<file path="src/rtl/swc_page_alloc_arbiter.sv">
// swc_page_alloc_arbiter
//   Shares one single-port page allocator core among g_num_ports requesters.
//   Round-robin grant, one operation in flight at the core at a time; the
//   completion pulse and allocated page go back to the granted requester only.
//
// Ports
//   clk_i, rst_n_i           clock, asynchronous active-low reset
//   rq_alloc_i/free_i/force_free_i/set_usecnt_i
//                            per-port request levels, held until rq_done_o
//   rq_pgaddr_i, rq_usecnt_i per-port page address / use count (packed, port 0 in LSBs)
//   rq_done_o                one-cycle completion pulse to the granted port
//   rq_pgaddr_alloc_o        page returned by the last completed alloc
//   rq_nomem_o               core_nomem_i registered one cycle
//   core_*_o                 operation strobes, page address and use count to the core
//   core_done_i, core_pgaddr_alloc_i, core_nomem_i   core responses
module swc_page_alloc_arbiter #(
  parameter int g_num_ports       = 8,
  parameter int g_page_addr_width = 10,
  parameter int g_usecnt_width    = 4
) (
  input  logic                                       clk_i,
  input  logic                                       rst_n_i,
  input  logic [g_num_ports-1:0]                     rq_alloc_i,
  input  logic [g_num_ports-1:0]                     rq_free_i,
  input  logic [g_num_ports-1:0]                     rq_force_free_i,
  input  logic [g_num_ports-1:0]                     rq_set_usecnt_i,
  input  logic [g_num_ports*g_page_addr_width-1:0]   rq_pgaddr_i,
  input  logic [g_num_ports*g_usecnt_width-1:0]      rq_usecnt_i,
  output logic [g_num_ports-1:0]                     rq_done_o,
  output logic [g_page_addr_width-1:0]               rq_pgaddr_alloc_o,
  output logic                                       rq_nomem_o,
  output logic                                       core_alloc_o,
  output logic                                       core_free_o,
  output logic                                       core_force_free_o,
  output logic                                       core_set_usecnt_o,
  output logic [g_page_addr_width-1:0]               core_pgaddr_o,
  output logic [g_usecnt_width-1:0]                  core_usecnt_o,
  input  logic                                       core_done_i,
  input  logic [g_page_addr_width-1:0]               core_pgaddr_alloc_i,
  input  logic                                       core_nomem_i
);

  localparam int N  = g_num_ports;
  localparam int PW = g_page_addr_width;
  localparam int UW = g_usecnt_width;
  localparam int IW = (N > 1) ? $clog2(N) : 1;

  typedef enum logic [1:0] {ST_IDLE, ST_ISSUE, ST_RELEASE} state_t;
  typedef enum logic [1:0] {OP_FORCE_FREE, OP_FREE, OP_SET_USECNT, OP_ALLOC} op_t;

  state_t          state_reg;
  op_t             op_reg;
  logic [IW-1:0]   rr_reg;
  logic [IW-1:0]   grant_reg;
  logic [PW-1:0]   pgaddr_reg;
  logic [UW-1:0]   usecnt_reg;
  logic [PW-1:0]   pgaddr_alloc_reg;
  logic [N-1:0]    done_reg;
  logic            nomem_reg;
  logic            alloc_reg;
  logic            free_reg;
  logic            force_free_reg;
  logic            set_usecnt_reg;

  logic [N-1:0]    pending;
  logic            gnt_found;
  logic [IW-1:0]   gnt_idx;
  logic [IW-1:0]   cand;
  op_t             gnt_op;

  // Alloc requests are masked while the core reports no free pages, so a
  // starved alloc never blocks other ports' frees.
  generate
    for (genvar gi = 0; gi < N; gi++) begin : g_pending
      assign pending[gi] = rq_force_free_i[gi] | rq_free_i[gi] | rq_set_usecnt_i[gi]
                         | (rq_alloc_i[gi] & ~nomem_reg);
    end
  endgenerate

  // First pending port at or after the round-robin pointer, wrapping.
  always_comb begin
    gnt_found = 1'b0;
    gnt_idx   = '0;
    cand      = '0;
    for (int k = 0; k < N; k++) begin
      cand = IW'((int'(rr_reg) + k) % N);
      if (!gnt_found && pending[cand]) begin
        gnt_found = 1'b1;
        gnt_idx   = cand;
      end
    end
  end

  // One operation per grant; the lower-priority bits stay pending.
  always_comb begin
    gnt_op = OP_ALLOC;
    if (rq_force_free_i[gnt_idx])      gnt_op = OP_FORCE_FREE;
    else if (rq_free_i[gnt_idx])       gnt_op = OP_FREE;
    else if (rq_set_usecnt_i[gnt_idx]) gnt_op = OP_SET_USECNT;
  end

  always_ff @(posedge clk_i or negedge rst_n_i) begin
    if (!rst_n_i) begin
      state_reg        <= ST_IDLE;
      op_reg           <= OP_ALLOC;
      rr_reg           <= '0;
      grant_reg        <= '0;
      pgaddr_reg       <= '0;
      usecnt_reg       <= '0;
      pgaddr_alloc_reg <= '0;
      done_reg         <= '0;
      nomem_reg        <= 1'b0;
      alloc_reg        <= 1'b0;
      free_reg         <= 1'b0;
      force_free_reg   <= 1'b0;
      set_usecnt_reg   <= 1'b0;
    end else begin
      nomem_reg <= core_nomem_i;
      case (state_reg)
        ST_IDLE: begin
          if (gnt_found) begin
            grant_reg      <= gnt_idx;
            op_reg         <= gnt_op;
            pgaddr_reg     <= rq_pgaddr_i[gnt_idx*PW +: PW];
            usecnt_reg     <= rq_usecnt_i[gnt_idx*UW +: UW];
            force_free_reg <= (gnt_op == OP_FORCE_FREE);
            free_reg       <= (gnt_op == OP_FREE);
            set_usecnt_reg <= (gnt_op == OP_SET_USECNT);
            alloc_reg      <= (gnt_op == OP_ALLOC);
            state_reg      <= ST_ISSUE;
          end
        end
        ST_ISSUE: begin
          if (core_done_i) begin
            force_free_reg <= 1'b0;
            free_reg       <= 1'b0;
            set_usecnt_reg <= 1'b0;
            alloc_reg      <= 1'b0;
            done_reg       <= {{(N-1){1'b0}}, 1'b1} << grant_reg;
            if (op_reg == OP_ALLOC) pgaddr_alloc_reg <= core_pgaddr_alloc_i;
            state_reg      <= ST_RELEASE;
          end
        end
        ST_RELEASE: begin
          // The requester drops its bit on this edge, so IDLE never sees
          // the just-finished request.
          done_reg  <= '0;
          rr_reg    <= (grant_reg == IW'(N - 1)) ? '0 : grant_reg + 1'b1;
          state_reg <= ST_IDLE;
        end
        default: state_reg <= ST_IDLE;
      endcase
    end
  end

  assign rq_done_o         = done_reg;
  assign rq_pgaddr_alloc_o = pgaddr_alloc_reg;
  assign rq_nomem_o        = nomem_reg;
  assign core_alloc_o      = alloc_reg;
  assign core_free_o       = free_reg;
  assign core_force_free_o = force_free_reg;
  assign core_set_usecnt_o = set_usecnt_reg;
  assign core_pgaddr_o     = pgaddr_reg;
  assign core_usecnt_o     = usecnt_reg;

endmodule

</file>
<file path="config.mk">
export PLATFORM = sky130hd
export DESIGN_NAME = swc_page_alloc_arbiter
export DESIGN_NICKNAME = d
export VERILOG_FILES = /design/src/rtl/swc_page_alloc_arbiter.sv
export SDC_FILE = /design/constraint.sdc
export NUM_CORES = 1
export LEC_CHECK = 0
export ABC_AREA = 1
export CORE_AREA = 3 3 96 98
export CTS_BUF_LIST = sky130_fd_sc_hd__clkbuf_16
export DETAILED_ROUTE_END_ITERATION = 8
export DIE_AREA = 0 0 99 101
export DONT_BUFFER_PORTS = 1
export PLACE_DENSITY = 0.67
export SLEW_MARGIN = 15
export SYNTH_ARGS = -nofsm -noshare
export SYNTH_HDL_FRONTEND = slang
export SYNTH_SLANG_ARGS = --single-unit
</file>
<file path="constraint.sdc">
create_clock -name clk_i -period 6.4 [get_ports clk_i]
set_clock_uncertainty 0.2 [all_clocks]
set_input_delay 1.92 -clock clk_i [delete_from_list [all_inputs] [get_ports clk_i]]
set_output_delay 1.92 -clock clk_i [all_outputs]
set_load 0.005 [all_outputs]
</file>
Word level (Yosys, flattened, before mapping)
Index checks and enable logic that the tools add are counted.

operators by class
  add/subtract/negate cells = 8
  $mul = 1
  order comparisons = 9
  eq/ne operators = 9
  shift operators = 3
  multiplexer cells = 56
  bitwise operators = 33
  reduce and logical (&&, ||, !) cells = 23

operators by type and width
  kind                                                 number
  indexed part select 80 x 8 -> 10 bit                 1
  < comparator 3 x 4 -> 1 bit (second input constant)  9
  binary-select mux 1 bit (select 3 bit)               11
  indexed part select 32 x 6 -> 4 bit                  1
  2-to-1 mux 3 bit                                     9
  2-to-1 mux 1 bit                                     25
  bitwise OR 1 bit                                     24
  one-hot mux 8 bit (2 select lines)                   1
  adder 3 bit (second input constant)                  4
  AND 1 bit                                            8
  == test 2 bit (second input constant)                4
  2-to-1 mux 2 bit                                     4
  2-to-1 mux 8 bit                                     1
  one-hot mux 1 bit (2 select lines)                   4
  left shift 1 x 3 -> 8 bit (first input constant)     1
  logical AND 1 bit                                    7
  zero test 1 bit                                      7
  adder 3 x 1 -> 3 bit (second input constant)         2
  adder 3 x 2 -> 3 bit (second input constant)         2
  multiplier 3 x 3 -> 6 bit (second input constant)    1
  AND reduction 2 bit                                  3
  AND reduction 3 bit                                  2
  == test 2 x 1 -> 1 bit (second input constant)       2
  zero test 2 bit                                      2
  5 further kinds                                      7

word-level totals
  bits in registers = 47
  output and inout bits = 37
  logic and storage cells = 155

Logic depth before layout (Yosys ltp)
Gate-level depths: netlist (run 1).

  word-level depth = 35
  mapped depth = 26
  depth with buffers taken out = 23

Least setup slack after synthesis (run 1)
Ideal clock, no wire load.

  path kind = input port to flip-flop
  from = input rq_set_usecnt_i[4]
  to = register alloc_reg (netlist: core_alloc_o)
  setup time = 0.117 ns
  arrival = 3.755 ns
  data required time = 6.083 ns
  path slack = 2.328 ns
  stages on the path = 17
  cell sequence = nor2_1 nand4_1 nand3_1 nand3_1 nand2_2 nand4_4 nor2_4 nand4_4 nor2_4 inv_1 o21ai_2 buf_2 nand3_1 nand3_1 nand2_1 nand3_1 nand2_1

between the ends
  longest elaborated chain between the ends = 34

RTL lines
  element                                 RTL line  RTL
  start: declaration                      26        input logic [g_num_ports-1:0] rq_set_usecnt_i,
  bitwise OR 1 bit                        75        assign pending[gi] = rq_force_free_i[gi] | rq_free_i[gi] | rq_set_usecnt_i[gi]
  bitwise OR 1 bit                        76        | (rq_alloc_i[gi] & ~nomem_reg);
  binary-select mux 1 bit (select 3 bit)  87        if (!gnt_found && pending[cand]) begin
  2-to-1 mux 1 bit (not written as such)  87
  2-to-1 mux 1 bit                        87
  zero test 1 bit                         87
  logical AND 1 bit                       87
  2-to-1 mux 1 bit                        87
  [18 not listed]                         -
  binary-select mux 1 bit (select 3 bit)  99        else if (rq_set_usecnt_i[gnt_idx]) gnt_op = OP_SET_USECNT;
  2-to-1 mux 1 bit (not written as such)  99
  2-to-1 mux 1 bit                        99
  2-to-1 mux 2 bit                        98        else if (rq_free_i[gnt_idx]) gnt_op = OP_FREE;
  2-to-1 mux 2 bit                        97        if (rq_force_free_i[gnt_idx]) gnt_op = OP_FORCE_FREE;
  == test 2 bit                           129       alloc_reg <= (gnt_op == OP_ALLOC);
  2-to-1 mux 1 bit                        121       if (gnt_found) begin
  one-hot mux 1 bit (2 select lines)      119       case (state_reg)
  end signal: assignment                  129
  end: declaration                        60        logic alloc_reg;

Parallel ways exist; a longest one is shown, timed or not. The select of a mux whose other input is x is not followed.
A chain may end at the register's enable or synchronous reset.

Worst setup path in the final report (run 1)
  from = input rq_set_usecnt_i[0]
  to = register op_reg[0]

between the ends
  longest elaborated chain between the ends = 31

RTL lines
  element                                 RTL line  RTL
  bitwise OR 1 bit                        75
  bitwise OR 1 bit                        76
  binary-select mux 1 bit (select 3 bit)  87
  2-to-1 mux 1 bit (not written as such)  87
  2-to-1 mux 1 bit                        87
  zero test 1 bit                         87
  logical AND 1 bit                       87
  2-to-1 mux 1 bit                        87
  [15 not listed]                         -
  zero test 1 bit                         87
  logical AND 1 bit                       87
  2-to-1 mux 3 bit                        87
  binary-select mux 1 bit (select 3 bit)  99
  2-to-1 mux 1 bit (not written as such)  99
  2-to-1 mux 1 bit                        99
  2-to-1 mux 2 bit                        98
  2-to-1 mux 2 bit                        97
  end signal: assignment                  123       op_reg <= gnt_op;
  end: declaration                        52        op_t op_reg;

Parallel ways exist; a longest one is shown, timed or not. The select of a mux whose other input is x is not followed.

==> summary.txt, run 1 <==
STA
  • Transition time at the pin with the least slew margin: 0.825 ns
  • Headroom to the max-slew limit: 44.9%
  • Number of endpoints with negative hold slack in the final report: 0
  • Count of pins over their slew limit: 0
  • Post-layout worst setup margin: 1.37 ns
  • Post-Route Setup TNS: 0 ns
  • Highest clock rate: 0.199 GHz
  • Finish-stage setup viols: 0
  • Post-route clock period utilization: 78.7%
  • Setup repair after global routing missed its margin: no
  • Final critical delay including setup and external delays: 5.03 ns

Drt
  • Detailed router's first-iteration violation count: 190
  • Antenna-violating nets left: 0
  • Total length of routed wires: 12000 microns
  • Number of vias after detailed routing: 4121
  • Final routed DRC violation total: 0
  • Average wire length per cell after detail routing: 16.8 microns
  • Number of search-and-repair iterations in the first detailed-routing pass: 4
  • Number of vias per cell after detailed routing: 5.76

Global route
  • Total global-route track usage: 23.1%
  • Remaining Overflow, GRT: 0
  • Initial antenna violation count: 0
  • Largest net degree at the start of global routing: 70
  • Wire length of the first global-routing pass: 18800 microns
  • Via count of the first global-routing pass: 3866

Worst hold path
  • Hold Crit Start: op_reg[1]
  • Worst min-delay path category: reg2reg
  • Worst hold path endpoint: op_reg[1]
  • Worst hold path depth: 2

Synthesis
  • Main area contributors after synthesis: dfrtp_1, nand2_1, nand3_1
  • Cell taking the most area after synthesis: dfrtp_1
  • Yosys top cell area share: 27.2%
  • Post-synthesis net count: 795
  • Sequential share of the synthesized area: 28.4%
  • Post-Syn Instances: 629
  • Yosys reg bits: 47
  • Mapped Avg Cell Area: 6.59 sq um
  • Number of library cell types mapped by synthesis: 37
  • YS warnings: 0
  • Cell area after synthesis: 4140 sq um

Cells and area
  • Diodes inserted: 0
  • Layout-stage area growth over the synthesis result: 3.17%
  • Net count of the finished layout: 773
  • Proportion of layout cells with a drive suffix above 1: 9.70%

Critical path
  • Required arrival time at the worst endpoint: 6.43 ns
  • Crit path arrival time: 5.06 ns
  • Slack of the worst reg-to-reg path: 1.87 ns
  • Worst setup SP type: input pin
  • Worst Reg-to-Reg Cells: 20
  • Type of element capturing the critical path: register
  • Largest fanout on the critical path: 69
  • FF-to-FF Start: rr_reg[0]
  • Worst r2r dst: op_reg[0]
  • Crit path kind: in2reg

Status
  • Result of the run: completed

Clock network
  • Clock transition at the registers of the reported paths: 0.06 ns
  • Hold-fix buffer count after cts: 0
  • Latest clock arrival within the worst-skew pair: 0.29 ns
  • Setup repair bufs after CTS: 0
  • Clock Tree Buf Depth: 2
  • Clock tree from TritonCTS: yes
  • Maximum level of the CTS H-tree: 2
  • Cts bufs inserted: 5
  • Master cell of the clock root buffer: clkbuf_16
  • Clk sink count: 47
  • Number of gates given a new drive strength after cts: 0

Floorplan
  • Area of the core: 8550 sq um
  • Horizontal die dimension: 99 microns
  • Floorplan row count: 34
  • Number of top-level pins: 195
  • Starting density of the core: 48.5%
  • Die area: 10000 sq um
  • Die height: 101 microns

Flow run
  • Maximum Capacitance Violations: 0

Power and ir drop
  • Leakage Power: 0.00211 uW
  • Power density normalized to cell area: 704 nW/um^2
  • VDD IR max: 462 uV

Place
  • Setup WS pre-CTS: 1.13 ns
  • Final RePlAce weighted congestion: 0.923
  • Count of buffers from port buffering: 0
  • Half-perimeter wire length after detailed placement: 9450 microns
==> how the worst max path moves through the flow <==
stage / startpoint / end / slack (ns) / cells after the start
final: rq_set_usecnt_i[0] / op_reg[0] / 1.37 / 19
after global routing: rq_set_usecnt_i[5] / op_reg[0] / 0.95 / 21
after floorplan: rq_set_usecnt_i[4] / core_alloc_o / 2.33 / 17
after global placement: rq_set_usecnt_i[4] / core_set_usecnt_o / 1.23 / 18
after CTS: rq_set_usecnt_i[6] / core_set_usecnt_o / 1.42 / 18
after detailed placement: rq_set_usecnt_i[6] / core_set_usecnt_o / 1.13 / 18
==> placed cells by master (no fill, tap or decap), types with 2 or more instances in the layout <==
cell type  count
nand3_4        2
nand3b_1       2
nand2_2        5
clkbuf_16      5
ha_1           8
nor2_1        32
nand3_2        4
dfrtp_1       45
o21ai_0       13
o21ai_2        2
mux2_2        10
nand3_1      152
a31oi_1       15
nor3_4         2
inv_2          8
dfstp_2        2
nand2_1      223
a21oi_1        2
nand4_1       21
nor2_4         4
buf_4          2
inv_1         32
nand4_4        2
==> synth_stat cells <==
library cell / n
a21oi_1: 2
a31oi_1: 15
a31oi_2: 1
buf_2: 14
buf_4: 7
buf_6: 6
clkbuf_1: 5
dfrtp_1: 45
dfstp_2: 2
ha_1: 8
inv_1: 32
inv_2: 8
inv_4: 1
mux2_2: 10
nand2_1: 223
nand2_2: 5
nand2_4: 1
nand3_1: 152
nand3_2: 4
nand3_4: 2
nand3b_1: 2
nand4_1: 21
nand4_4: 2
nor2_1: 32
nor2_2: 1
nor2_4: 4
nor3_1: 1
nor3_2: 1
nor3_4: 1
o21ai_0: 13
o21ai_1: 1
o21ai_2: 2
o21ai_4: 1
o31ai_1: 1
xnor2_1: 1
xnor2_2: 1
xor2_4: 1
==> critical path, cell delays in order <==
cell     delay, ns
nor2_1        0.21
nand4_1       0.21
nand3_2       0.15
nand3_1       0.09
nand2_2       0.12
nand4_4       0.16
nor3_4        0.20
nand2_1       0.15
nand3_4       0.14
nand2_4       0.36
inv_4         0.59
nand2_1       0.10
nand2_1       0.08
nand2_1       0.05
nand3_1       0.12
nand2_1       0.11
nand2_1       0.09
nand2_1       0.05
nand2_1       0.06
==> per-layer routing <==
metal  GRT usage (%)  vias up  wire length, microns
met2            41.5      172                  6210
met5               0        -                     0
met3            4.91       27                   869
met1            27.5     1858                  4630
li1                -     2064                     -
met4            7.56        0                   333
==> report_power, final <==
group / total, uW / switching [uW] / internal (uW)
Combinational: 2130 / 1450 / 689
Sequential: 579 / 142 / 437
Clock: 297 / 113 / 184
Total: 3010 / 1700 / 1310
==> logic make-up after synthesis <==
| group | share of synthesized area, % |
|---|---|
| xor gates and xnor gates | 1.27 |
| and+or+nand+nor | 50.8 |
| buffers and inverters | 8.82 |
| DFF | 28.4 |
| muxes | 2.72 |
| adders and majority gates | 2.42 |
| AOI/OAI and AO/OA | 5.50 |
==> area by class of cell <==
cell class              instances  area, sq um
multi-input cells             509         2610
flip-flops and latches         47         1180
clock buffers                   5          125
well taps                     108          135
inverters                      41          156
fillers                       874         4280
clock inverters                 3         43.8
repair buffers                  3         30.0
==> per-stage QoR <==
| step | utilization (%) | cell area [sq um] | instances | hold WS (ns) | power (uW) |
|---|---|---|---|---|---|
| 3_5_place_dp | 47.8 | 4090 | 707 | 0.261 | 2720 |
| 6_report | 50.0 | 4280 | 716 | 0.270 | 3010 |
| 5_1_grt | 50.0 | 4280 | 716 | 0.286 | 3360 |
| 2_1_floorplan | - | 4140 | 629 | 0.248 | 2410 |
| 3_3_place_gp | 47.8 | 4090 | 707 | 0.262 | 2680 |
| 4_1_cts | 49.8 | 4260 | 715 | 0.273 | 3030 |
Power figures use the tool's default switching activity.
==> run 2: changes to the inputs <==
--- a/config.mk
+++ b/config.mk
@@ -11,7 +11,7 @@
 export DETAILED_ROUTE_END_ITERATION = 8
 export DIE_AREA = 0 0 99 101
 export DONT_BUFFER_PORTS = 1
-export PLACE_DENSITY = 0.67
+export PLACE_DENSITY = 0.7
 export SLEW_MARGIN = 15
 export SYNTH_ARGS = -nofsm -noshare
 export SYNTH_HDL_FRONTEND = slang
==> constraint.sdc (replaced) <==
create_clock -name clk_i -period 4.45 [get_ports clk_i]
set_clock_uncertainty 0.2 [all_clocks]
set_input_delay 1.335 -clock clk_i [delete_from_list [all_inputs] [get_ports clk_i]]
set_output_delay 1.335 -clock clk_i [all_outputs]
set_load 0.005 [all_outputs]
==> summary.txt, run 2 (synthesized netlist as in run 1, its figures left out) <==
Drt
  • Antenna-violating nets left: 0
  • Number of vias after detailed routing: 4162
  • Average wire length per cell after detail routing: 16.8 microns
  • Number of vias per cell after detailed routing: 5.77
  • Detailed router's first-iteration violation count: 169
  • Total length of routed wires: 12100 microns
  • Final routed DRC violation total: 0
  • Number of search-and-repair iterations in the first detailed-routing pass: 5

STA
  • Headroom to the max-slew limit: 49.4%
  • Highest clock rate: 0.251 GHz
  • Setup repair after global routing missed its margin: no
  • Final critical delay including setup and external delays: 3.98 ns
  • WHS: 0.283 ns
  • Post-route clock period utilization: 89.4%
  • Post-Route Setup TNS: 0 ns
  • Transition time at the pin with the least slew margin: 0.756 ns
  • Count of pins over their slew limit: 0
  • Finish-stage setup viols: 0
  • Number of endpoints with negative hold slack in the final report: 0

Global route
  • Initial antenna violation count: 0
  • Largest net degree at the start of global routing: 48
  • Total global-route track usage: 23.9%
  • Remaining Overflow, GRT: 0
  • Via count of the first global-routing pass: 3866
  • Wire length of the first global-routing pass: 19200 microns

Floorplan
  • Horizontal die dimension: 99 microns
  • Number of top-level pins: 195
  • Die height: 101 microns
  • Area of the core: 8550 sq um
  • Starting density of the core: 48.5%
  • Die area: 10000 sq um
  • Floorplan row count: 34

Worst hold path
  • Worst min-delay path category: reg2reg

Flow run
  • Maximum Capacitance Violations: 0

Clock network
  • Clk sink count: 47
  • Maximum level of the CTS H-tree: 2
  • Master cell of the clock root buffer: clkbuf_16
  • Clock tree from TritonCTS: yes
  • Setup repair bufs after CTS: 0
  • Latest clock arrival within the worst-skew pair: 0.29 ns
  • Clock Tree Buf Depth: 2
  • Hold-fix buffer count after cts: 0
  • Cts bufs inserted: 5
  • Clock transition at the registers of the reported paths: 0.07 ns

Cells and area
  • Layout-stage area growth over the synthesis result: 4.59%
  • Net count of the finished layout: 778
  • Filler cell count: 867
  • Count of non-filler cells in the finished layout: 721
  • Diodes inserted: 0
  • Most used cells in the layout excluding fill and tap cells: nand2_1, nand3_1, dfrtp_1, inv_1, nor2_1
  • Final core utilization: 50.7%
  • Most common library cell in the layout ignoring fill and taps: nand2_1
  • Proportion of layout cells with a drive suffix above 1: 10.6%

Critical path
  • Largest fanout on the critical path: 33
  • Worst setup SP type: register
  • Type of element capturing the critical path: register
  • Crit path arrival time: 3.99 ns
  • Crit path kind: reg2reg
  • Slack of the worst reg-to-reg path: 0.47 ns
  • Required arrival time at the worst endpoint: 4.46 ns

Place
  • Final RePlAce weighted congestion: 0.947
  • Half-perimeter wire length after detailed placement: 9800 microns
  • Inst Count DP: 713
  • Count of buffers from port buffering: 0

Power and ir drop
  • VDD IR max: 732 uV
  • Leakage Power: 0.00213 uW
  • Power density normalized to cell area: 1030 nW/um^2

Status
  • Result of the run: completed
-- run 2: cell count changes in the layout (fill, tap and decap cells not counted), sizes merged --
cell	delta
buf	+5
clkinv	-2
clkinvlp	+1
inv	+1
-- run 2: power breakdown --
group / internal, uW / total [uW] / switching [uW]
sequential: 629 / 838 / 209
combinational: 1090 / 3200 / 2100
clock: 267 / 435 / 168
total: 1990 / 4470 / 2480
-- run 2: path summary, 6_finish.rpt --
path                                             end  cells after the start       from
worst max-delay path                core_pgaddr_o[6]                     16  rr_reg[1]
worst min-delay path                       op_reg[1]                      2  op_reg[1]
worst max register to register      core_pgaddr_o[6]                     16  rr_reg[1]
worst min register to register             op_reg[1]                      2  op_reg[1]
max in group asynchronous                  op_reg[1]                      0    rst_n_i
min in group asynchronous       rq_pgaddr_alloc_o[4]                      0    rst_n_i
-- run 2: what timing repair did --
action	in CTS	in global routing
endpoints found under the setup margin	0	10
gates resized for setup	0	1
endpoints found under the hold margin	0	0
-- run 2: critical path, cell delays in order, from the launching register on --
cell	delay (ns)
dfrtp_1	0.61
inv_2	0.20
ha_1	0.49
inv_2	0.16
nand3_1	0.16
nand2_1	0.08
o21ai_2	0.28
inv_1	0.14
nand4_4	0.14
nand3_4	0.13
nand2_4	0.15
buf_4	0.29
buf_4	0.35
nand2_1	0.08
nand3_1	0.09
nand3_1	0.11
a31oi_1	0.19
-- run 2: final cells by class --
cell class                      instances  area [sq um]  area share [%]
Tap cell                              108           135            3.12
Timing Repair Buffer                    8          85.1            1.96
Clock inverter                          3          46.3            1.07
Clock buffer                            5           125            2.89
Sequential cell                        47          1180            27.2
Inverter                               41           156            3.61
Multi-Input combinational cell        509          2610            60.1
-- run 2: per-stage QoR --
step	total power [uW]	instance area [sq um]	worst slack, ns
floorplan	3460	4140	0.963
global placement	3990	4160	0.313
detailed placement	4050	4160	0.214
CTS	4510	4330	0.372
global route	4990	4330	0.0252
finish	4470	4330	0.470
-- run 2: layer usage --
metal / track usage [%] / up-vias / share of wire, %
li1: - / 2068 / -
met1: 28.8 / 1913 / 38
met2: 43.2 / 155 / 53
met3: 4.57 / 26 / 6.3
met4: 6.93 / 0 / 2.4
met5: 0 / - / 0
==> run 3: changes to the inputs <==
--- a/config.mk
+++ b/config.mk
@@ -6,10 +6,10 @@
 export NUM_CORES = 1
 export LEC_CHECK = 0
 export ABC_AREA = 1
-export CORE_AREA = 3 3 96 98
+export CORE_AREA = 2 2 95 97
 export CTS_BUF_LIST = sky130_fd_sc_hd__clkbuf_16
 export DETAILED_ROUTE_END_ITERATION = 8
-export DIE_AREA = 0 0 99 101
+export DIE_AREA = 0 0 97 99
 export DONT_BUFFER_PORTS = 1
 export PLACE_DENSITY = 0.7
 export SLEW_MARGIN = 15
==> summary.txt, run 3 (synthesized netlist as in run 1, its figures left out) <==
Status
  • Result of the run: completed

Global route
  • Remaining Overflow, GRT: 0
  • Via count of the first global-routing pass: 4073
  • Total global-route track usage: 25.2%
  • Largest net degree at the start of global routing: 48
  • Wire length of the first global-routing pass: 19800 microns
  • Initial antenna violation count: 0

Clock network
  • Latest clock arrival within the worst-skew pair: 0.29 ns
  • Setup repair bufs after CTS: 0
  • Hold-fix buffer count after cts: 0
  • Master cell of the clock root buffer: clkbuf_16
  • Clock tree from TritonCTS: yes
  • Maximum level of the CTS H-tree: 2
  • Clk sink count: 47
  • Clock transition at the registers of the reported paths: 0.07 ns
  • Cts bufs inserted: 5
  • Number of gates given a new drive strength after cts: 0
  • Clock Tree Buf Depth: 2

Critical path
  • Worst r2r dst: core_set_usecnt_o
  • Crit path arrival time: 3.87 ns
  • Launch point of the critical path: rr_reg[1]
  • Worst setup SP type: register
  • Required arrival time at the worst endpoint: 4.43 ns
  • Largest fanout on the critical path: 41
  • Worst Setup EP: core_set_usecnt_o
  • Max incr delay on CP: 0.60 ns
  • FF-to-FF Start: rr_reg[1]
  • Slack of the worst reg-to-reg path: 0.56 ns
  • Crit path kind: reg2reg
  • Worst Reg-to-Reg Cells: 20
  • Worst-path cell chain: inv_2, ha_1, inv_2, nand3_1, nand3_1, nand2_1, nand3_1, nand2_1, o21ai_1, inv_1, nand3_4, nand2_4, buf_4, nand2_1, nand2_1, nand2_1, nand3_1, nand2_1, nand3_1, nand2_1
  • Cell occurring most often along the worst timing path: nand2_1
  • Type of element capturing the critical path: register
  • Worst-path cell with the longest stage delay: dfrtp_1

Floorplan
  • Number of top-level pins: 195
  • Die height: 99 microns
  • Starting density of the core: 48.5%
  • Area of the core: 8550 sq um
  • Floorplan row count: 34
  • Die area: 9600 sq um
  • Horizontal die dimension: 97 microns

STA
  • Count of pins over their slew limit: 0
  • Finish-stage setup viols: 0
  • Post-Route Setup TNS: 0 ns
  • Setup repair after global routing missed its margin: no
  • Post-route clock period utilization: 87.4%
  • Headroom to the max-slew limit: 48.1%
  • Highest clock rate: 0.257 GHz
  • Transition time at the pin with the least slew margin: 0.775 ns
  • Number of endpoints with negative hold slack in the final report: 0
  • Final critical delay including setup and external delays: 3.89 ns
  • WHS: 0.273 ns

Flow run
  • Maximum Capacitance Violations: 0

Place
  • Count of buffers from port buffering: 0
  • Final RePlAce weighted congestion: 0.968
  • Half-perimeter wire length after detailed placement: 9490 microns

Power and ir drop
  • Leakage Power: 0.00214 uW
  • VDD IR max: 669 uV
  • Power density normalized to cell area: 1030 nW/um^2

Drt
  • Number of vias after detailed routing: 4218
  • Total length of routed wires: 12000 microns
  • Number of vias per cell after detailed routing: 5.84
  • Detailed router's first-iteration violation count: 211
  • Average wire length per cell after detail routing: 16.6 microns
  • Antenna-violating nets left: 0
  • Number of search-and-repair iterations in the first detailed-routing pass: 5
  • Final routed DRC violation total: 0

Cells and area
  • Net count of the finished layout: 779
  • Most common library cell in the layout ignoring fill and taps: nand2_1
  • Most used cells in the layout excluding fill and tap cells: nand2_1, nand3_1, dfrtp_1, inv_1, nor2_1
  • Diodes inserted: 0
  • Filler cell count: 867
  • Proportion of layout cells with a drive suffix above 1: 10.6%
  • Layout-stage area growth over the synthesis result: 4.77%

Worst hold path
  • Worst min-delay path category: reg2reg
  • Worst hold path depth: 2
==> run 3: worst min-delay path by stage <==
stage | endpoint | startpoint
5_1_grt | op_reg[1] | op_reg[1]
4_1_cts | op_reg[1] | op_reg[1]
3_5_place_dp | op_reg[1] | op_reg[1]
3_3_place_gp | op_reg[0] | op_reg[0]
6_report | op_reg[1] | op_reg[1]
2_1_floorplan | op_reg[0] | op_reg[0]
==> run 3: critical path: cells and delay by family, from the launching register on <==
family	cells	cell delay, ns
AND/OR/NAND/NOR	14	1.54
AO/OA/AOI/OAI	1	0.08
adder cells (fa/ha/maj)	1	0.52
flip-flops	1	0.60
buffers and inverters	4	0.82
==> run 3: power breakdown <==
group	switching [uW]	internal, uW	total, uW
Clock	169	268	437
Sequential	208	628	836
Combinational	2120	1100	3210
Total	2490	1990	4490
==> run 3: per-layer routing <==
| layer | share of wire (%) | vias up | track usage (%) |
|---|---|---|---|
| met5 | 0 | - | 0 |
| met4 | 3.1 | 0 | 10.3 |
| met3 | 6.3 | 21 | 3.55 |
| met2 | 51 | 171 | 43.9 |
| met1 | 39 | 1949 | 31.6 |
| li1 | - | 2077 | - |
==> run 3: metrics by stage <==
step	util, %	std cells	power, uW	area, sq um	setup slack (ns)
after global placement	48.8	714	3990	4170	0.437
after floorplan	-	629	3460	4140	0.963
after global routing	50.8	722	4980	4340	0.165
final	50.8	722	4490	4340	0.560
after CTS	50.8	722	4520	4340	0.586
after detailed placement	48.8	714	4070	4170	0.390
==> run 3: cell type report <==
cell class	instances	area [sq um]	share of cell area [%]
Clock buffer	5	125	2.88
Clock inverter	3	47.5	1.10
Inverter	41	156	3.60
Multi-Input combinational cell	509	2610	60.0
Sequential cell	47	1180	27.1
Tap cell	108	135	3.11
Timing Repair Buffer	9	92.6	2.13
